--- config.mk ---
export PLATFORM = sky130hd
export DESIGN_NAME = aud_i2s_stereo_tx
export DESIGN_NICKNAME = d
export VERILOG_FILES = /design/src/rtl/aud_pkg.sv /design/src/rtl/aud_frame_fifo.sv /design/src/rtl/aud_i2s_stereo_tx.sv
export SDC_FILE = /design/constraint.sdc
export NUM_CORES = 1
export LEC_CHECK = 0
export BUFFER_PORTS_ARGS = -buffer_cell sky130_fd_sc_hd__clkbuf_2
export CAP_MARGIN = 20
export CORE_MARGIN = 2
export CORE_UTILIZATION = 40
export CTS_CLUSTER_SIZE = 12
export DETAILED_ROUTE_END_ITERATION = 10
export PLACE_DENSITY = 0.68
export SETUP_SLACK_MARGIN = 0.05
export SLEW_MARGIN = 0
export SYNTH_ARGS = -nofsm -noshare
export SYNTH_HDL_FRONTEND = slang
export SYNTH_HIERARCHICAL = 1
export SYNTH_SLANG_ARGS = --single-unit
--- constraint.sdc ---
create_clock -name i_bclk -period 3.1 [get_ports i_bclk]
set_input_delay 0.62 -clock i_bclk [delete_from_list [all_inputs] [get_ports i_bclk]]
set_output_delay 0.62 -clock i_bclk [all_outputs]
set_load 0.01 [all_outputs]
--- src/rtl/aud_pkg.sv ---
// aud_pkg: shared transmitter state type and framing-mode constants for the WM8731 DAC path
package aud_pkg;
  typedef enum logic [1:0] {TX_IDLE, TX_SHIFT, TX_PAD} tx_state_e;
  localparam int AUD_MODE_I2S = 1;
  localparam int AUD_MODE_LJ = 0;
endpackage

--- src/rtl/aud_frame_fifo.sv ---
// aud_frame_fifo: power-of-two stereo pair FIFO with exact occupancy; pushes while full are dropped
module aud_frame_fifo #(
  parameter int WIDTH = 32,
  parameter int DEPTH = 4
) (
  input  logic                           clk,
  input  logic                           rst_n,
  input  logic                           push,
  input  logic                           pop,
  input  logic [WIDTH-1:0]               wr_data,
  output logic [WIDTH-1:0]               rd_data,
  output logic                           full,
  output logic                           empty,
  output logic [$clog2(DEPTH+1)-1:0]     level
);
  localparam int AW = $clog2(DEPTH);
  localparam int LW = $clog2(DEPTH+1);
  logic [WIDTH-1:0] mem [DEPTH];
  logic [AW-1:0] wr_ptr, rd_ptr;
  logic do_push, do_pop;
  assign do_push = push && !full;
  assign do_pop = pop && !empty;
  assign full = level == LW'(DEPTH);
  assign empty = level == '0;
  assign rd_data = mem[rd_ptr];
  // pointers wrap naturally because DEPTH is a power of two; level tracks push minus pop
  always_ff @(posedge clk or negedge rst_n)
    if (!rst_n) begin
      wr_ptr <= '0;
      rd_ptr <= '0;
      level <= '0;
    end else begin
      if (do_push) wr_ptr <= wr_ptr + 1'b1;
      if (do_pop) rd_ptr <= rd_ptr + 1'b1;
      level <= level + LW'(do_push) - LW'(do_pop);
    end
  // sample pair storage, no reset needed
  always_ff @(posedge clk)
    if (do_push) mem[wr_ptr] <= wr_data;
endmodule

--- src/rtl/aud_i2s_stereo_tx.sv ---
// aud_i2s_stereo_tx: stereo I2S/left-justified DACDAT serializer; AUD_TX_HOLD_LAST_EN replays the last pair on underrun
module aud_i2s_stereo_tx
  import aud_pkg::*;
#(
  parameter int DATA_W = 16,
  parameter int FIFO_DEPTH = 4,
  parameter int I2S_MODE = AUD_MODE_I2S
) (
  input  logic                               i_bclk,
  input  logic                               i_rst_n,
  input  logic                               i_daclrck,
  input  logic                               i_en,
  input  logic                               i_valid,
  input  logic [DATA_W-1:0]                  i_left,
  input  logic [DATA_W-1:0]                  i_right,
  output logic                               o_ready,
  output logic [$clog2(FIFO_DEPTH+1)-1:0]    o_level,
  output logic                               o_underrun,
  output logic                               o_aud_dacdat
);
  localparam int CW = $clog2(DATA_W);
  tx_state_e state, state_nx;
  logic lrck_d, armed, silent, edge_det, ls, reload, pop, full, empty;
  logic [DATA_W-1:0] shift_r, hold_l, hold_r, hold_l_nx, hold_r_nx, sample;
  logic [CW-1:0] cnt_r;
  logic [2*DATA_W-1:0] fifo_q;

  aud_frame_fifo #(.WIDTH(2*DATA_W), .DEPTH(FIFO_DEPTH)) u_fifo (
    .clk(i_bclk),
    .rst_n(i_rst_n),
    .push(i_valid),
    .pop(pop),
    .wr_data({i_left, i_right}),
    .rd_data(fifo_q),
    .full(full),
    .empty(empty),
    .level(o_level)
  );

  assign o_ready = !full;

  // state register
  always_ff @(posedge i_bclk or negedge i_rst_n)
    if (!i_rst_n) state <= TX_IDLE;
    else state <= state_nx;

  // edge decode, channel word selection, next state and serial output
  always_comb begin
    edge_det = armed && (i_daclrck != lrck_d);
    ls = edge_det && !i_daclrck;
    reload = ls || (edge_det && i_daclrck && state != TX_IDLE);
    pop = ls && i_en && !empty;
    hold_l_nx = hold_l;
    hold_r_nx = hold_r;
    if (pop) {hold_l_nx, hold_r_nx} = fifo_q;
`ifndef AUD_TX_HOLD_LAST_EN
    else if (ls && i_en) {hold_l_nx, hold_r_nx} = '0;
`endif
    sample = ls ? (i_en ? hold_l_nx : '0) : (silent ? '0 : hold_r);
    state_nx = reload ? TX_SHIFT : (state == TX_SHIFT && cnt_r == CW'(DATA_W-1)) ? TX_PAD : state;
    o_aud_dacdat = (I2S_MODE == AUD_MODE_LJ && reload) ? sample[DATA_W-1] : (state == TX_SHIFT) && shift_r[DATA_W-1];
  end

  // edge history, hold pair, shifter and underrun flag
  always_ff @(posedge i_bclk or negedge i_rst_n)
    if (!i_rst_n) begin
      lrck_d <= 1'b0;
      armed <= 1'b0;
      silent <= 1'b0;
      o_underrun <= 1'b0;
      hold_l <= '0;
      hold_r <= '0;
      shift_r <= '0;
      cnt_r <= '0;
    end else begin
      lrck_d <= i_daclrck;
      armed <= 1'b1;
      o_underrun <= ls && i_en && empty;
      hold_l <= hold_l_nx;
      hold_r <= hold_r_nx;
      if (ls) silent <= !i_en;
      if (reload) begin
        shift_r <= (I2S_MODE == AUD_MODE_I2S) ? sample : sample << 1;
        cnt_r <= '0;
      end else if (state == TX_SHIFT) begin
        shift_r <= shift_r << 1;
        cnt_r <= cnt_r + 1'b1;
      end
    end
endmodule

==> results.txt <==
Clk_skew - 6.99 ps
Fin nets - 494
Syn Std Cell Area - 0.00713 mm^2
Synth Instances - 396
Total congestion overflow - 0
Status - finished, final reports clean
Detailed placement HPWL - 7.69 mm
Top FF cell, synth - edfxtp_1
Synth top cells by count - edfxtp_1, dfrtp_1, nand2_1, mux2i_1, mux4_2
Area leader, netlist - edfxtp_1
Setup repair bufs after CTS - 0
Slew headroom - 37.4%
Latest clock arrival within the worst-skew pair - 420 ps
Synth Area in Simple Gates - 5.11%
PD cells - 921 mW/mm^2
Synth Area in Compound Gates - 3.84%
Post-CTS Resized - 0
Antenna violations before repair - 1
Post-Synth Adder-Cell Area - 1.51%
Req. time, crit path - 3440 ps
Total Wirelength - 12.6 mm
CTS clk-pin slew, worst paths - 60 ps
Main combinational cell family by area after synthesis - multiplexers
Final cell count without fillers - 688
Largest cells by area after synthesis - edfxtp_1, dfrtp_1, mux4_2
Count leader, synth - edfxtp_1
Drt pass-1 iters - 4
Leakage - 0.00323 uW
Final setup TNS - 0 ps
ANT nets after route - 0
Yosys top cell area share - 53.9%
Seq/Total Area, Yosys - 71.1%
Layout cells sized above 1 - 26.2%
Largest net degree at the start of global routing - 36
Die width - 138 um
Max Cap Viol - 0
Crit path max fanout - 8
Root Driver - clkbuf_16
Crit Path Category - reg2reg
Setup-failing EPs final - 0
Placed cell count - 655
Crit-path cells - nor3_1 -> nor2_4 -> o31ai_1 -> inv_1 -> ha_1 -> inv_1 -> ha_1 -> fa_1 -> xnor2_1 -> xnor2_1
Critical path buffers and inverters - 2
GRT Total Usage - 14.9%
Min Tclk post-route - 2520 ps
Post-synth ARST share - 27.7%
Drt initial violations - 205
CP Capture Type - flop
Crit path DAT - 2850 ps
Count of state elements after synthesis - 177
CTS Hold Bufs - 0
Fin crit share - 81.2%
Hold Crit Class - in2async
Avg WL per Cell - 18.4 um
TritonCTS clock tree - done
Clock buffer depth - 2
Initial core utilization - 41.1%
CTS Buf Count - 17
Final Power - 7560 uW
Die area - 0.0189 mm^2
Yosys Warn Count - 6
Ports - 43
Crit-path slowest cell - dfrtp_1
Maximum clock frequency - 397 MHz
H-tree levels - 4
Xor/xnor share of the synthesized area - 0.860%
Port Buffers - 42
Clock sink total - 177
Global-route wire length before repair - 20.4 mm
RSZ-0062 raised after global routing - false
# DRC - 0
Worst slew pin tran - 939 ps
Row cnt - 48
Core area - 0.0174 mm^2
Post-synth EDFFs - 128
Slowest stage delay, CP - 470 ps
Count of final hold-check violations - 0
Via count - 3521
Synth cell types - 41
Worst Setup Start Kind - flop
Placer Congestion - 0.741
Vias/cell - 5.12
Final Max Slew Viols - 0
Average cell area after synthesis - 18.0 um^2
Mux cell area share after synthesis - 14.7%
Worst-case vdd ir drop - 0.000445 V
CP top delay family - adder cells
Die Height - 138 um
Vias in the first global route - 3755
Post-synthesis net count - 441
Layout area overhead - 15.1%
routing by layer:
layer / track usage [%] / part of all wire [%] / vias up
met5: 0 / 0 / -
met4: 5.90 / 1.9 / 0
met3: 4.05 / 4.2 / 22
met2: 24.4 / 50 / 61
met1: 18.8 / 44 / 1807
li1: - / - / 1631
report_power, final:
group	internal, uW	leakage (uW)	switching [uW]
sequential	3170	0.00180	353
combinational	844	0.00113	914
clock	1430	0.000300	850
placed cells by master (no fill, tap or decap), types with 2 or more instances in the layout:
cell        netlist  routed
edfxtp_1        128     128
dfrtp_1          49      48
clkbuf_2          0      42
nand2_1          36      36
mux2i_1          31      31
mux4_2           28      28
clkbuf_16         0      17
o21ai_1          16      16
a22oi_1          16      16
buf_4             2      13
inv_1            11      11
nor2_1            7       7
ha_1              7       7
nand2b_1          6       6
xnor2_1           5       5
bufinv_16         0       5
clkinvlp_4        0       4
and3b_1           4       4
mux4_1            4       4
and2_1            2       2
clkinv_1          1       2
nand4_1           2       2
xor2_1            2       2
clkinv_2          0       2
inv_6             0       2
nand4bb_1         2       2
o211ai_1          2       2
worst paths after layout:
check | startpoint | to | slack, ps | cells past startpoint
max | u_fifo/level[1] | u_fifo/level[2] | 580 | 10
max reg2reg | u_fifo/level[1] | u_fifo/level[2] | 580 | 10
max in group asynchronous | i_rst_n | hold_r[3] | 2080 | 2
min in group i_bclk | i_daclrck | lrck_d | 370 | 1
min reg2reg | hold_r[14] | hold_r[14] | 490 | 2
min | i_rst_n | o_underrun | 330 | 1
logic make-up (layout without fill, tap and decap cells):
logic type / Yosys count / in the layout
flip-flops: 177 / 177
AND/OR/NAND/NOR: 66 / 66
multiplexers: 63 / 63
AO/OA/AOI/OAI: 41 / 41
buffers and inverters: 33 / 99
adder cells (fa/ha/maj): 8 / 8
XOR/XNOR: 7 / 7
other: 1 / 2
sequential cells by signal, summed over array words and instances (netlist names):
register,count
u_fifo/rd_ptr,2
armed,1
u_fifo/wr_ptr,2
o_underrun,1
shift_r,16
state,2
hold_r,16
u_fifo/mem,128
cnt_r,4
u_fifo/level,3
lrck_d,1
silent,1
metrics by stage:
stage          util, %  hold slack [ps]  setup slack, ps  cell area [um^2]
6_report          47.3              330              584              8210
5_1_grt           47.3              363              460              8210
4_1_cts           47.3              355              572              8210
3_5_place_dp      43.6              477              599              7560
3_3_place_gp      43.6              469              736              7560
2_1_floorplan        -              324              628              7130
layout make-up:
cell class | count | area, um^2
Timing Repair Buffer | 55 | 308
Clock inverter | 14 | 211
Fill cell | 1479 | 9150
Inverter | 12 | 45.0
Multi-Input combinational cell | 186 | 1860
Antenna cell | 1 | 2.50
Clock buffer | 18 | 429
Sequential cell | 177 | 5070
Tap cell | 225 | 282
Note: power is estimated with default switching activity, not from simulation.
